[src/rtl/imuldiv_ctrl_if.sv]
// Execute-side bundle for the HI/LO multiply/divide sequencer.
// Execute drives the i_* issue signals; the sequencer drives o_busy/o_stall and HI/LO.
interface imuldiv_ctrl_if #(
   parameter int DATA_W = 32
);
   logic              i_start;
   logic [2:0]        i_op;
   logic [DATA_W-1:0] i_rs;
   logic [DATA_W-1:0] i_rt;
   logic              i_mf_req;
   logic              i_drop;
   logic              o_busy;
   logic              o_stall;
   logic [DATA_W-1:0] o_hi;
   logic [DATA_W-1:0] o_lo;

   modport master (
      output i_start, i_op, i_rs, i_rt, i_mf_req, i_drop,
      input  o_busy, o_stall, o_hi, o_lo
   );

   modport slave (
      input  i_start, i_op, i_rs, i_rt, i_mf_req, i_drop,
      output o_busy, o_stall, o_hi, o_lo
   );
endinterface

[src/rtl/imuldiv_ctrl.sv]
// Iterative MULT/MULTU/DIV/DIVU sequencer owning HI/LO; one bit per cycle, DATA_W cycles
// of CALC followed by a single sign-fix/writeback cycle.
module imuldiv_ctrl #(
   parameter int DATA_W = 32,
   parameter int CNT_W  = 5
) (
   input  logic          clk,
   input  logic          rst,
   imuldiv_ctrl_if.slave bus
);
   typedef enum logic [1:0] {IDLE, CALC, FIX} state_t;

   state_t                state, state_nx;
   logic [CNT_W-1:0]      cnt;
   logic [2*DATA_W-1:0]   acc;      // mul: {partial, multiplier}; div: {remainder, dividend/quotient}
   logic [DATA_W-1:0]     opnd;     // multiplicand or divisor magnitude
   logic                  is_div, rs_neg, rt_neg, dz;
   logic [DATA_W-1:0]     hi_q, lo_q;

   logic                  sgn_req, md_req, last;
   logic [DATA_W-1:0]     rs_abs, rt_abs;
   logic [DATA_W:0]       mul_sum, div_shift, div_diff;
   logic [2*DATA_W-1:0]   mul_step, div_step, mul_fix;
   logic [DATA_W-1:0]     quo, rem, div_lo, div_hi;

   assign sgn_req = ~bus.i_op[0];
   assign md_req  = bus.i_start && !bus.i_drop && (bus.i_op <= 3'd3);
   assign rs_abs  = (sgn_req && bus.i_rs[DATA_W-1]) ? -bus.i_rs : bus.i_rs;
   assign rt_abs  = (sgn_req && bus.i_rt[DATA_W-1]) ? -bus.i_rt : bus.i_rt;
   assign last    = (cnt == CNT_W'(DATA_W-1));

   // Shift-add multiply step
   assign mul_sum  = {1'b0, acc[2*DATA_W-1:DATA_W]} + (acc[0] ? {1'b0, opnd} : '0);
   assign mul_step = {mul_sum, acc[DATA_W-1:1]};

   // Restoring divide step; the remainder stays below the divisor, so DATA_W+1 bits suffice
   assign div_shift = acc[2*DATA_W-1:DATA_W-1];
   assign div_diff  = div_shift - {1'b0, opnd};
   assign div_step  = div_diff[DATA_W] ? {div_shift[DATA_W-1:0], acc[DATA_W-2:0], 1'b0}
                                       : {div_diff[DATA_W-1:0],  acc[DATA_W-2:0], 1'b1};

   // With a zero divisor every step "succeeds": quotient is all ones and the remainder is
   // |rs|, so only the quotient negation must be skipped to return LO=~0, HI=rs.
   assign quo     = acc[DATA_W-1:0];
   assign rem     = acc[2*DATA_W-1:DATA_W];
   assign div_lo  = (!dz && (rs_neg ^ rt_neg)) ? -quo : quo;
   assign div_hi  = rs_neg ? -rem : rem;
   assign mul_fix = (rs_neg ^ rt_neg) ? -acc : acc;

   always_ff @(posedge clk or posedge rst) begin
      if (rst) state <= IDLE;
      else     state <= state_nx;
   end

   always_comb begin
      state_nx = state;
      case (state)
         IDLE:    if (md_req) state_nx = CALC;
         CALC:    if (bus.i_drop) state_nx = IDLE;
                  else if (last) state_nx = FIX;
         FIX:     state_nx = IDLE;
         default: state_nx = IDLE;
      endcase
   end

   always_ff @(posedge clk or posedge rst) begin
      if (rst) begin
         cnt    <= '0;
         acc    <= '0;
         opnd   <= '0;
         is_div <= 1'b0;
         rs_neg <= 1'b0;
         rt_neg <= 1'b0;
         dz     <= 1'b0;
      end else begin
         case (state)
            IDLE: if (md_req) begin
               cnt    <= '0;
               is_div <= bus.i_op[1];
               rs_neg <= sgn_req && bus.i_rs[DATA_W-1];
               rt_neg <= sgn_req && bus.i_rt[DATA_W-1];
               dz     <= bus.i_op[1] && (bus.i_rt == '0);
               opnd   <= bus.i_op[1] ? rt_abs : rs_abs;
               acc    <= {{DATA_W{1'b0}}, (bus.i_op[1] ? rs_abs : rt_abs)};
            end
            CALC: begin
               cnt <= cnt + 1'b1;
               acc <= is_div ? div_step : mul_step;
            end
            default: ;
         endcase
      end
   end

   // HI/LO are only ever written whole; a drop in the same cycle suppresses the write
   always_ff @(posedge clk or posedge rst) begin
      if (rst) begin
         hi_q <= '0;
         lo_q <= '0;
      end else if (!bus.i_drop) begin
         if (state == IDLE && bus.i_start) begin
            if (bus.i_op == 3'd4) hi_q <= bus.i_rs;
            if (bus.i_op == 3'd5) lo_q <= bus.i_rs;
         end else if (state == FIX) begin
            hi_q <= is_div ? div_hi : mul_fix[2*DATA_W-1:DATA_W];
            lo_q <= is_div ? div_lo : mul_fix[DATA_W-1:0];
         end
      end
   end

   assign bus.o_busy  = (state != IDLE);
   assign bus.o_stall = bus.o_busy && (bus.i_mf_req || (bus.i_start && bus.i_op <= 3'd5));
   assign bus.o_hi    = hi_q;
   assign bus.o_lo    = lo_q;
endmodule

[src/flat_wrapper.sv]
// flat-port wrapper written by rule: the top's interface ports become plain ports
module imuldiv_ctrl_flat 
#(
   parameter int DATA_W = 32,
   parameter int CNT_W  = 5
)
  (clk, rst, bus_i_start, bus_i_op, bus_i_rs, bus_i_rt, bus_i_mf_req, bus_i_drop, bus_o_busy, bus_o_stall, bus_o_hi, bus_o_lo);
  imuldiv_ctrl_if #(.DATA_W(DATA_W)) bus_i ();
  input  logic clk;
  input  logic rst;
  input wire logic [$bits(bus_i.i_start)-1:0] bus_i_start;
  input wire logic [$bits(bus_i.i_op)-1:0] bus_i_op;
  input wire logic [$bits(bus_i.i_rs)-1:0] bus_i_rs;
  input wire logic [$bits(bus_i.i_rt)-1:0] bus_i_rt;
  input wire logic [$bits(bus_i.i_mf_req)-1:0] bus_i_mf_req;
  input wire logic [$bits(bus_i.i_drop)-1:0] bus_i_drop;
  output wire logic [$bits(bus_i.o_busy)-1:0] bus_o_busy;
  output wire logic [$bits(bus_i.o_stall)-1:0] bus_o_stall;
  output wire logic [$bits(bus_i.o_hi)-1:0] bus_o_hi;
  output wire logic [$bits(bus_i.o_lo)-1:0] bus_o_lo;
  assign bus_i.i_start = bus_i_start;
  assign bus_i.i_op = bus_i_op;
  assign bus_i.i_rs = bus_i_rs;
  assign bus_i.i_rt = bus_i_rt;
  assign bus_i.i_mf_req = bus_i_mf_req;
  assign bus_i.i_drop = bus_i_drop;
  assign bus_o_busy = bus_i.o_busy;
  assign bus_o_stall = bus_i.o_stall;
  assign bus_o_hi = bus_i.o_hi;
  assign bus_o_lo = bus_i.o_lo;
  imuldiv_ctrl #(.DATA_W(DATA_W), .CNT_W(CNT_W)) u_core (.clk(clk), .rst(rst), .bus(bus_i));
endmodule
[config.mk]
export PLATFORM = sky130hd
export DESIGN_NAME = imuldiv_ctrl_flat
export DESIGN_NICKNAME = d
export VERILOG_FILES = /design/src/rtl/imuldiv_ctrl_if.sv /design/src/rtl/imuldiv_ctrl.sv /design/src/flat_wrapper.sv
export SDC_FILE = /design/constraint.sdc
export NUM_CORES = 1
export LEC_CHECK = 0
export CAP_MARGIN = 40
export CORE_UTILIZATION = 40
export DETAILED_ROUTE_END_ITERATION = 10
export HOLD_SLACK_MARGIN = 0.1
export PLACE_DENSITY = 0.59
export SLEW_MARGIN = 15
export SYNTH_ARGS = -nofsm -noshare
export SYNTH_HDL_FRONTEND = slang
export SYNTH_SLANG_ARGS = --single-unit
[constraint.sdc]
create_clock -name clk -period 15.4 [get_ports clk]
set_clock_uncertainty 0.2 [all_clocks]
set_input_delay 3.08 -clock clk [delete_from_list [all_inputs] [get_ports clk]]
set_output_delay 3.08 -clock clk [all_outputs]
set_load 0.01 [all_outputs]
## Yosys cells after proc, flatten, opt, wreduce, memory -nomap -nowiden

Cells that the tools add are included.

- Input port bits: 72
- Output and inout bits: 66
- Flip-flop bits (word level): 171
- Word-level logic and storage cells: 80

- Equal/unequal tests: 9
- Muxes and demuxes: 26
- $lt $le $gt $ge: 2
- Reductions and logical operators: 22
- Bitwise logic cells: 3
- Add/subtract/negate cells: 8

Operators by type and width:

| kind | number |
|---|---|
| 32-bit 2-to-1 mux | 15 |
| 64-bit 2-to-1 mux | 4 |
| 32-bit negator | 4 |
| 64-bit case mux with 2 select lines | 1 |
| 64-bit negator | 1 |
| 32-bit by 33-bit adder with 33-bit output | 1 |
| 33-bit by 32-bit subtractor with 33-bit output | 1 |
| 32-bit logical NOT | 1 |
| 5-bit case mux with 2 select lines | 1 |
| 1-bit logical AND | 9 |
| 3-bit equality test, second input constant | 2 |
| 2-bit 2-to-1 mux | 3 |
| 2-bit AND reduction | 3 |
| 3-bit AND reduction | 2 |
| 2-bit nonzero test | 3 |
| 5-bit by 1-bit adder with 5-bit output, second input constant | 1 |
| 5-bit equality test, second input constant | 1 |
| 5-bit 2-to-1 mux | 1 |
| 2-bit inequality test, second input constant | 2 |
| 2-bit case mux with 2 select lines | 1 |
| 3-bit by 2-bit less-or-equal comparator with 1-bit output, second input constant | 1 |
| 3-bit less-or-equal comparator, second input constant | 1 |
| 3-bit by 2-bit inequality test with 1-bit output, second input constant | 1 |
| 2-bit by 1-bit equality test with 1-bit output, second input constant | 1 |
| other kinds (7) | 9 |

## Longest topological paths before layout

Gate-level depths: netlist of run 1.

- Depth in word-level cells: 6
- Mapped depth: 15
- Mapped depth without buffers: 13

## Least setup slack after synthesis of run 1

Ideal clock, no wire load.

- Path type: in2out
- Start: input port bus_i_op[1]
- End: output port bus_o_stall
- Stages on the path: 6
- Buffers on the path: 3
- Path slack: 8026 ps
- Arrival time: 4094 ps
- Cells stage by stage: clkbuf_1 > clkbuf_1 > buf_1 > nand2_1 > a21oi_1 > nor2_1

- Cells in the longest elaborated chain, start to end: 4

RTL lines:

| item | line | source |
|---|---|---|
| start, declared | flat_wrapper.sv:12 | `input wire logic [$bits(bus_i.i_op)-1:0] bus_i_op;` |
| 3-bit less-or-equal comparator | imuldiv_ctrl.sv:112 | `assign bus.o_stall = bus.o_busy && (bus.i_mf_req \|\| (bus.i_start && bus.i_op <= 3'd5));` |
| 1-bit logical AND | imuldiv_ctrl.sv:112 |  |
| 1-bit logical OR | imuldiv_ctrl.sv:112 |  |
| 1-bit logical AND | imuldiv_ctrl.sv:112 |  |
| end, declared | flat_wrapper.sv:18 | `output wire logic [$bits(bus_i.o_stall)-1:0] bus_o_stall;` |

No other way between the ends.

## Worst setup path after layout of run 1

- Start: input port bus_i_op[2]
- End: output port bus_o_stall

The elaborated chain is that of the path after synthesis.

==> results of run 1 <==
-- placed cells by master (no fill, tap or decap), types with 8 or more instances in the layout --
| cell type | count |
|---|---|
| dfrtp_1 | 170 |
| nor2_1 | 231 |
| clkbuf_16 | 17 |
| buf_4 | 21 |
| xor2_1 | 80 |
| o221ai_1 | 8 |
| nand3_1 | 30 |
| or3_1 | 9 |
| nor3_1 | 27 |
| a21o_1 | 24 |
| o211ai_1 | 36 |
| and3_1 | 15 |
| o31ai_1 | 48 |
| a211oi_1 | 42 |
| o21ai_0 | 146 |
| a22oi_1 | 24 |
| o41ai_1 | 8 |
| inv_1 | 70 |
| nand2b_1 | 23 |
| nor4_1 | 14 |
| clkdlybuf4s50_1 | 136 |
| nand4_1 | 16 |
| xnor2_1 | 88 |
| a221oi_1 | 8 |
| nor2b_1 | 21 |
| mux2i_1 | 56 |
| nand2_1 | 201 |
| or4_1 | 13 |
| a31oi_1 | 21 |
| ha_1 | 70 |
| a21oi_1 | 199 |
-- per-layer routing --
layer  vias up  track usage  part of all wire
li1       7051            -                 -
met1      6828       0.3753              0.47
met4         0      0.09245             0.030
met3        78      0.02677             0.058
met2       522       0.4083              0.44
met5         -            0                 0
-- tightest hold or removal path: stages (launching register included) --
cell and delay [ns]:
dfrtp_1 0.34, nand2_1 0.05, o21ai_0 0.06
-- logic make-up after synthesis --
logic type | Yosys count | share of synthesized area
and+or+nand+nor | 644 | 0.2020
AOI/OAI and AO/OA | 617 | 0.2577
buffers and inverters | 193 | 0.05040
DFF | 171 | 0.2868
xor gates and xnor gates | 168 | 0.09862
adders and majority gates | 72 | 0.06138
muxes | 63 | 0.04310
-- registers in the layout, indices dropped and copies added, names as in the netlist --
signal	cells
u_core.bus.o_lo	32
u_core.rt_neg	1
u_core.acc	64
u_core.cnt	5
u_core.is_div	1
u_core.state	2
u_core.opnd	32
u_core.bus.o_hi	32
u_core.rs_neg	1
u_core.dz	1
-- per-stage QoR --
step	util	total power (W)	hold WS, ns	setup WS (ns)	cell area [µm²]
final	0.4705	0.003125	0.2778	7.753	17270
after global routing	0.4705	0.003371	0.3056	7.591	17270
after CTS	0.4699	0.003109	0.2849	7.745	17240
after detailed placement	0.4542	0.002664	0.2683	7.747	16670
after global placement	0.4516	0.002638	0.2611	7.738	16570
after floorplan	-	0.002110	0.2498	7.488	14920
-- where the power goes --
part | switching (W) | leakage, nW | internal, W
combinational | 0.00105 | 4.94 | 0.000807
sequential | 0.000224 | 2.10 | 0.000603
clock | 0.000207 | 0.282 | 0.000230
-- layout make-up --
| class | count | area [µm²] |
|---|---|---|
| multi-input combinational | 1564 | 9930 |
| inverter | 71 | 271.5 |
| tap | 468 | 585.6 |
| fill | 3636 | 19430 |
| clock buffer | 18 | 439.2 |
| timing repair buffer | 163 | 1624 |
| clock inverter | 14 | 135.1 |
| sequential | 171 | 4280 |
-- final timing paths --
| path | from | endpoint | slack, ns | depth (start not counted) |
|---|---|---|---|---|
| min in group asynchronous | rst | u_core.bus.o_lo[1] | 2.83 | 2 |
| setup / recovery | bus_i_op[2] | bus_o_stall | 7.75 | 5 |
| setup reg to reg | u_core.acc[31] | u_core.acc[49] | 10.87 | 12 |
| max in group asynchronous | rst | u_core.is_div | 10.62 | 4 |
| hold reg to reg | u_core.bus.o_lo[18] | u_core.bus.o_lo[18] | 0.28 | 2 |
| hold / removal | u_core.bus.o_lo[18] | u_core.bus.o_lo[18] | 0.28 | 2 |
==> impl_metrics.ini, run 1 <==
[run_status]
status = finished clean

[worst_setup_path]
cpPeakStageDelay_ns = 0.54
crit_top_cell = clkdlybuf4s50_1
cp_num_buf_inv = 2
worstPathCellList = clkdlybuf4s50_1 -> nand2_1 -> a21oi_1 -> nor2_1 -> clkdlybuf4s50_1
required_ns = 12.12
path_delay_family = buffers and inverters
critPathCaptureType = primary output
critPathSlowestCell = clkdlybuf4s50_1
worst-path-max-fanout = 5
path_class = in2out
worstSetupStartpointType = input pin
critical_path_arrival_ns = 4.37

[clock_tree]
cts_buffers = 17
clock_path_buffers = 2
path_clk_slew_ns = 0.07
cts.sinks = 171
cts_max_level = 4
cts-hold-fix-buffers = 0
cts_setup_buffers = 0
clkLatencyLatePin_ns = 0.45
cts-resized-gates = 0
cts_tree = built
clockRootBuffer = clkbuf_16

[yosys]
yosys_warnings = 0
synthTopCellsByCount = nor2_1 (232), nand2_1 (201), a21oi_1 (199)
yosys.area.top_type = dfrtp_1
synthCells = 1928
synth_nets = 2072
netlist_area_um2 = 14920
ys.flop_type = dfrtp_1
ys_types = 84
synth_edf_count = 0
synth_top_area_frac = 0.2868
synth_area_per_cell_um2 = 7.739
yosysMostFrequentCell = nor2_1
synthTopCellsByArea = dfrtp_1 (29%), a21oi_1 (6.7%), ha_1 (5.9%), nor2_1 (5.8%), xnor2_1 (5.2%)
ys_seq_elements = 171
ys_async_sr_fraction = 1.000
yosysSeqAreaShare = 0.2868

[floorplanning]
die_w_um = 195.1
die_area_um2 = 38080
core-area_um2 = 36700
rows = 70
pin_count = 138
die_h_um = 195.1
initial_utilization = 0.4066

[sta]
rsz0062_at_grt = no
setup_viol = 0
tns_ns = 0
fmax_mhz = 130.8
finalMaxSlewViolations = 0
tightest_slew_ns = 0.8645
period_share = 0.4965
period_needed_ns = 7.647
hold_viol = 0
relSlewSlack = 0.4184

[min_path]
hp-class = reg2reg

[flow_run]
drv_cap = 0

[placed_design]
dp_hpwl_mm = 37.56
portBuffers = 137
dpl.cell_count = 2435
place_congestion = 0.9561

[finish]
finalNonFillerCells = 2469
diodes = 0
area_growth_pct = 15.71
nNetsFinal = 2132
drive_above_1_share = 0.04998

[power_and_ir_drop]
leakage_nw = 7.324
p_per_area_nw_per_um2 = 181.0
ir_drop_uv = 76.60

[drt]
drt_iter0_markers = 1237
num_vias = 14480
via_per_inst = 5.864
drc = 0
drtAntennaViolNets = 0
routed_wl_mm = 49.86
drt-pass1-iter-count = 5
wl_per_cell_um = 20.19

[grt]
antenna_found_initial = 1
grt_pass1_vias = 13730
grt.total_usage = 0.2620
grt_overflow_total = 0
grt_max_degree = 85
grt_pass1_wl_mm = 78.43
Power figures use the tool's default switching activity.
==> inputs of run 2 (changes only) <==
--- a/config.mk
+++ b/config.mk
@@ -9,7 +9,7 @@
 export CORE_UTILIZATION = 40
 export DETAILED_ROUTE_END_ITERATION = 10
 export HOLD_SLACK_MARGIN = 0.1
-export PLACE_DENSITY = 0.59
+export PLACE_DENSITY = 0.61
 export SLEW_MARGIN = 15
 export SYNTH_ARGS = -nofsm -noshare
 export SYNTH_HDL_FRONTEND = slang
==> constraint.sdc (replaced) <==
create_clock -name clk -period 6.9 [get_ports clk]
set_clock_uncertainty 0.2 [all_clocks]
set_input_delay 1.38 -clock clk [delete_from_list [all_inputs] [get_ports clk]]
set_output_delay 1.38 -clock clk [all_outputs]
set_load 0.01 [all_outputs]
==> run 2 against run 1 <==
Against the previous run: die area is the same; register-to-register slack lost 8.5 ns; global-route usage up 0.45 points; flip-flop and latch count is the same; cell count decreased by 0.12%; critical path type is now reg2reg; critical endpoint is now u_core.acc[35]; largest cell class unchanged.
==> impl_metrics.ini, run 2 (same netlist as run 1, synthesis figures left out) <==
[run_status]
status = finished clean

[sta]
relSlewSlack = 0.4260
worst_hold_slack_ns = 0.2774
tns_ns = 0
rsz0062_at_grt = no
period_share = 0.6508
period_needed_ns = 4.491
tightest_slew_ns = 0.8590
hold_viol = 0
fmax_mhz = 222.7
finalMaxSlewViolations = 0
setup_viol = 0

[floorplanning]
core-area_um2 = 36700
die_h_um = 195.1
pin_count = 138
initial_utilization = 0.4066
die_w_um = 195.1
rows = 70
die_area_um2 = 38080

[finish]
multiInputGateArea_um2 = 9935
area_growth_pct = 15.92
regMostFlops = u_core.acc
diodes = 0
drive_above_1_share = 0.04855
nNetsFinal = 2130
seqCellArea_um2 = 4280
fillCellCount = 3635
final_cell_mix = nor2_1 (231), nand2_1 (201), a21oi_1 (199)
final_common_cell = nor2_1
post-route-util = 0.4713
largest_reg_flops = 64

[drt]
drt-pass1-iter-count = 5
via_per_inst = 5.886
drtAntennaViolNets = 0
wl_per_cell_um = 20.61
drc = 0
routed_wl_mm = 50.83
num_vias = 14520
drt_iter0_markers = 1294

[clock_tree]
path_clk_slew_ns = 0.07
cts_setup_buffers = 0
cts.sinks = 171
cts_tree = built
clockRootBuffer = clkbuf_16
clock_path_buffers = 2
clkLatencyLatePin_ns = 0.45
cts_max_level = 4
cts-resized-gates = 0
cts_buffers = 17
cts-hold-fix-buffers = 0

[worst_setup_path]
required_ns = 7.02
worst-path-max-fanout = 31
path_class = reg2reg
critPathCaptureType = flip-flop
critical_path_arrival_ns = 4.61
worstSetupStartpointType = flip-flop

[placed_design]
portBuffers = 137
place_congestion = 0.9088
dp_hpwl_mm = 39.16

[grt]
grt_pass1_wl_mm = 79.78
grt_pass1_vias = 13780
grt_max_degree = 90
antenna_found_initial = 0
grt.total_usage = 0.2665
grt_overflow_total = 0

[power_and_ir_drop]
p_clk_frac = 0.154
internal_power_w = 0.003791
swShare = 0.4660
p_seq_frac = 0.261
leakage_nw = 7.334
combPwrFrac = 0.585
p_sw_w = 0.003308
ir_drop_uv = 270.5
p_per_area_nw_per_um2 = 410.4

[min_path]
hp-class = reg2reg

[flow_run]
drv_cap = 0
==> run 2: cell types whose count changed in the layout (fill, tap and decap cells not counted), sizes merged <==
cell | before | now
bufinv | 1 | 5
buf | 27 | 24
clkinv | 8 | 5
clkbuf | 18 | 17
clkdlybuf4s18 | 0 | 1
inv | 75 | 74
==> run 2: worst max-delay path: stages (launching register included) <==
cell and delay [ns]:
dfrtp_1 0.48, inv_1 0.21, ha_1 0.29, fa_1 0.41, nand2b_1 0.18, a21oi_1 0.28
o211ai_2 0.20, a2111o_1 0.47, nand4_1 0.09, or3b_2 0.64, buf_4 0.35, mux2_2 0.33
a21oi_1 0.14, nor2_1 0.05
==> run 2: path summary, 6_finish.rpt <==
kind / cells after the start / end / slack, ns / start
max reg2reg: 13 / u_core.acc[35] / 2.41 / u_core.acc[31]
min in group asynchronous: 2 / u_core.bus.o_lo[6] / 1.19 / rst
min: 2 / u_core.bus.o_hi[1] / 0.28 / u_core.bus.o_hi[1]
min reg2reg: 2 / u_core.bus.o_hi[1] / 0.28 / u_core.bus.o_hi[1]
max in group asynchronous: 3 / u_core.bus.o_hi[27] / 4.08 / rst
max: 13 / u_core.acc[35] / 2.41 / u_core.acc[31]
==> run 2: metal layers <==
layer	vias to the layer above	share of wire	GRT usage
met2	522	0.45	0.4181
met4	0	0.027	0.08895
met3	73	0.054	0.03040
met5	-	0	0
li1	7036	-	-
met1	6885	0.47	0.3795
==> run 2: final cells by class <==
class | count | area share
sequential | 171 | 0.2475
timing repair buffer | 161 | 0.09130
multi-input combinational | 1564 | 0.5744
tap | 468 | 0.03386
inverter | 71 | 0.01570
clock buffer | 17 | 0.02460
clock inverter | 14 | 0.01266
==> run 2: power by group through the flow <==
stage / Combinational, W / Clock (W) / Sequential (W)
floorplan: 0.00300 / 0 / 0.00171
global placement: 0.00405 / 0 / 0.00184
detailed placement: 0.00410 / 0 / 0.00185
CTS: 0.00412 / 0.00110 / 0.00184
global route: 0.00460 / 0.00115 / 0.00190
finish: 0.00415 / 0.00109 / 0.00185
==> run 2: metrics by stage <==
step                instances  power [W]  area, µm²  setup WS (ns)
global route             2466   0.007649      17300          2.228
finish                   2466   0.007099      17300          2.409
global placement         2430   0.005896      16580          2.130
CTS                      2466   0.007057      17300          2.453
detailed placement       2435   0.005949      16650          2.087
floorplan                1928   0.004708      14920         0.6882
==> variant 1: new RTL, settings of run 1 <==
Re-encode `state_t` (3 states) as one-hot, 3 bits wide.
--- a/src/rtl/imuldiv_ctrl.sv
+++ b/src/rtl/imuldiv_ctrl.sv
@@ -8,7 +8,7 @@
    input  logic          rst,
    imuldiv_ctrl_if.slave bus
 );
-   typedef enum logic [1:0] {IDLE, CALC, FIX} state_t;
+   typedef enum logic [2:0] {IDLE = 3'b001, CALC = 3'b010, FIX = 3'b100} state_t;
 
    state_t                state, state_nx;
    logic [CNT_W-1:0]      cnt;
Behaviour: same outputs for any inputs over 4 cycles, from zero or initial values and one cycle with rst high; so few cycles prove little.
==> variant 1 against run 1 <==
Non-clock buffer count up 7; critical path type unchanged; routed wire length up 14%; first-iteration DRC count up 28%; area after synthesis down 0.42%; total power down 31%; sequential cell count up 1; design area about the same; worst setup slack worse by 0.35 ns.
==> variant 1: results (changes against run 1) <==
| Metric | Value |
|---|---|
| Internal cell power | 0.00122 W (-26%) |
| Nets@finish | 2106 (-1.2%) |
| Cell leakage power | 7.46 nW (+1.9%) |
| RePlAce Congestion | 0.974 (+1.9%) |
| Seq pwr share | 0.311 (+0.047) |
| Grt met1 use | 0.446 (+0.0709) |
| Post-DP Area | 0.0167 mm² (about the same) |
| Place WS | 7.45 ns (-0.297 ns) |
| Combinational Power Share | 0.492 (-0.104) |
| Final Hold Slack | 0.282 ns (+0.00459 ns) |
| Reg2reg end | u_core.acc[61]$_DFFE_PP0P_ |
| Routed wl met2 | 24.5 mm (+11%) |
| Period minus WS final | 8.00 ns (+0.351 ns) |
| Placed Instances | 2409 (-1.1%) |
| Status | completed |
| Worst Hold Path EP | u_core.bus.o_hi[22]$_DFFE_PP0P_ |
| Syn Nets | 2037 (-1.7%) |
| 1st-iter DRT viols | 1585 (+28%) |
| Synth top area cells | dfrtp_1, o21ai_0, ha_1 |
| Post-synthesis compound-gate area fraction | 0.255 (-0.00279) |
| Sw Share | 0.437 (-0.0381) |
| Met1 wire length | 27.3 mm (+16%) |
| Commonest cells post-synth | nor2_1, nand2_1, o21ai_0, dfrtp_1, a21oi_1 |
| Worst vdd ir | 0.0963 mV (+26%) |
| Met3 global-route usage | 0.0356 (+0.00880) |
| Vias in the first global route | 13588 (-1.1%) |
| Drt via density | 6.07 (+3.5%) |
| Share of cells above drive strength 1 | 0.0511 (+0.00116) |
| Final wirelength | 56.6 mm (+14%) |
| Crit path largest cell delay | 0.63 ns (+0.09 ns) |
| Met2 Usage GRT | 0.444 (+0.0352) |
| Worst-Margin Slew | 0.880 ns (+0.0159 ns) |
| Hold Startpoint | u_core.bus.o_hi[22]$_DFFE_PP0P_ |
| Sequential cell area fraction in the yosys report | 0.290 (+0.00298) |
| Max FO, Critical Path | 4 (-1) |
| Crit path DAT | 4.72 ns (+0.35 ns) |
| GRT Overall Usage | 0.297 (+0.0351) |
| Largest net degree at the start of global routing | 73 (-14%) |
| Post-DP HPWL | 44.2 mm (+18%) |
| Synth Area in Adders | 0.0616 (+0.000258) |
| Synth Area in XOR/XNOR | 0.0990 (+0.000415) |
| First-pass GRT wire length | 85.0 mm (+8.3%) |
| Post-Syn Area per Cell | 7.85 µm² (+1.4%) |
| Wire length per cell after detailed routing | 23.2 µm (+15%) |
[variant 1: changes by cell type in the layout (fill, tap and decap cells not counted), sizes merged, moves of 7 or more]
| cell | run 1 | this run |
|---|---|---|
| a211oi | 42 | 14 |
| a21o | 24 | 32 |
| a21oi | 199 | 142 |
| a31oi | 21 | 13 |
| mux2i | 56 | 76 |
| nand2b | 23 | 16 |
| nand3 | 30 | 60 |
| nor2 | 233 | 200 |
| nor2b | 22 | 14 |
| o21ai | 151 | 179 |
| o221ai | 8 | 25 |
| o31ai | 49 | 58 |
[variant 1: final cells by class]
cell class,count,area (µm²)
Fill cell,3671,19300
Multi-Input combinational cell,1536,9900
Sequential cell,172,4310
Timing Repair Buffer,170,1680
Tap cell,468,586
Clock buffer,19,443
Inverter,65,249
Clock inverter,13,105
[variant 1: critical path, delay by kind of cell]
kind | cells | cell delay [ns]
buffers and inverters | 2 | 1.23
and+or+nand+nor | 1 | 0.26
AOI/OAI and AO/OA | 1 | 0.14
==> variant 2: new RTL, config.mk and constraints of run 1 <==
Made on the original files. `DATA_W` is set to 32 in 3 places; all go to 40.
--- a/src/rtl/imuldiv_ctrl_if.sv
+++ b/src/rtl/imuldiv_ctrl_if.sv
@@ -1,7 +1,7 @@
 // Execute-side bundle for the HI/LO multiply/divide sequencer.
 // Execute drives the i_* issue signals; the sequencer drives o_busy/o_stall and HI/LO.
 interface imuldiv_ctrl_if #(
-   parameter int DATA_W = 32
+   parameter int DATA_W = 40
 );
    logic              i_start;
    logic [2:0]        i_op;
--- a/src/rtl/imuldiv_ctrl.sv
+++ b/src/rtl/imuldiv_ctrl.sv
@@ -1,7 +1,7 @@
 // Iterative MULT/MULTU/DIV/DIVU sequencer owning HI/LO; one bit per cycle, DATA_W cycles
 // of CALC followed by a single sign-fix/writeback cycle.
 module imuldiv_ctrl #(
-   parameter int DATA_W = 32,
+   parameter int DATA_W = 40,
    parameter int CNT_W  = 5
 ) (
    input  logic          clk,
--- a/src/flat_wrapper.sv
+++ b/src/flat_wrapper.sv
@@ -1,7 +1,7 @@
 // flat-port wrapper written by rule: the top's interface ports become plain ports
 module imuldiv_ctrl_flat 
 #(
-   parameter int DATA_W = 32,
+   parameter int DATA_W = 40,
    parameter int CNT_W  = 5
 )
   (clk, rst, bus_i_start, bus_i_op, bus_i_rs, bus_i_rt, bus_i_mf_req, bus_i_drop, bus_o_busy, bus_o_stall, bus_o_hi, bus_o_lo);
Interface: changed (resized bus_i_rs, bus_i_rt, bus_o_hi and bus_o_lo); port bits go from 138 to 170. No check against the original RTL was run, so the function may have changed too.
==> variant 2 against run 1 <==
Critical path depth is the same; sequential share of layout area shrank 0.46 points; worst setup slack lost 0.036 ns; total power grew 35%; routed wire length grew 52%; area after synthesis grew 24%; sequential cell count grew 40; count of clock-buffer cells in the layout grew 23; utilization grew 0.60 points; design area grew 26%; critical path type unchanged; critical endpoint unchanged.
==> variant 2: results (changes against run 1) <==
| Metric | Value |
|---|---|
| 1st-iter DRT viols | 1821 (+47%) |
| Status | completed |
| Crit path DAT | 4.40 ns (+0.03 ns) |
| Post-synthesis compound-gate area fraction | 0.278 (+0.0207) |
| Grt met1 use | 0.447 (+0.0721) |
| CTS HTree Levels | 1 (-3) |
| IO buf count | 169 (+23%) |
| Worst-Margin Slew | 0.884 ns (+0.0199 ns) |
| Drt via density | 6.09 (+3.9%) |
| Final Instance Count excl. Fillers | 3143 (+27%) |
| Max reg flops | 80 (+25%) |
| Placed Instances | 3093 (+27%) |
| Worst vdd ir | 0.148 mV (+93%) |
| Cell variety after synth | 76 (-9.5%) |
| Met1 wire length | 33.6 mm (+43%) |
| Initial antenna violation count | 0 (-1) |
| Routed wl met3 | 6.12 mm (+110%) |
| Met3 global-route usage | 0.0453 (+0.0185) |
| Place WS | 7.71 ns (-0.0340 ns) |
| Routed wl met2 | 32.9 mm (+49%) |
| TritonCTS buffer count | 27 (+10) |
| Synth Area in Adders | 0.0595 (-0.00192) |
| Post-DP HPWL | 59.3 mm (+58%) |
| Clock Latency Late Sink | 0.57 ns (+0.12 ns) |
| Vias in the first global route | 17901 (+30%) |
| Syn Nets | 2615 (+26%) |
[variant 2: tightest hold or removal path, cell delays in order (launching register included)]
cell	delay (ns)
dfrtp_1	0.34
nand2_1	0.05
o31ai_1	0.05
[variant 2: area by class of cell]
| class | count | area (µm²) |
|---|---|---|
| tap | 600 | 751 |
| clock inverter | 9 | 109 |
| clock buffer | 41 | 768 |
| sequential | 211 | 5280 |
| fill | 4599 | 23900 |
| multi-input combinational | 2006 | 12500 |
| timing repair buffer | 205 | 2040 |
| inverter | 71 | 274 |
[variant 2: where the power goes]
group / leakage [nW] / switching [W] / internal (W)
Clock: 0.427 / 0.000266 / 0.000377
Sequential: 2.60 / 0.000372 / 0.000754
Combinational: 6.11 / 0.00142 / 0.00103
[variant 2: cell families (layout without fill, tap and decap cells)]
kind of cell               after synthesis  count (layout)
and+or+nand+nor                        824             824
AOI/OAI and AO/OA                      823             823
buffers and inverters                  223             326
xor gates and xnor gates               217             217
DFF                                    211             211
adders and majority gates               87              87
muxes                                   55              55
[variant 2: path summary, 6_finish.rpt]
path / startpoint / end / slack, ns / cells past startpoint
min in group asynchronous: rst / u_core.bus.o_hi[11]$_DFFE_PP0P_ / 2.75 / 2
worst max-delay path: bus_i_op[2] / bus_o_stall / 7.72 / 5
worst min register to register: u_core.bus.o_lo[2]$_DFFE_PP0P_ / u_core.bus.o_lo[2]$_DFFE_PP0P_ / 0.28 / 2
max in group asynchronous: rst / u_core.is_div$_DFFE_PP0P_ / 11.11 / 4
worst min-delay path: u_core.bus.o_lo[2]$_DFFE_PP0P_ / u_core.bus.o_lo[2]$_DFFE_PP0P_ / 0.28 / 2
worst max register to register: u_core.acc[0]$_DFFE_PP0P_ / u_core.acc[78]$_DFFE_PP0P_ / 10.35 / 15
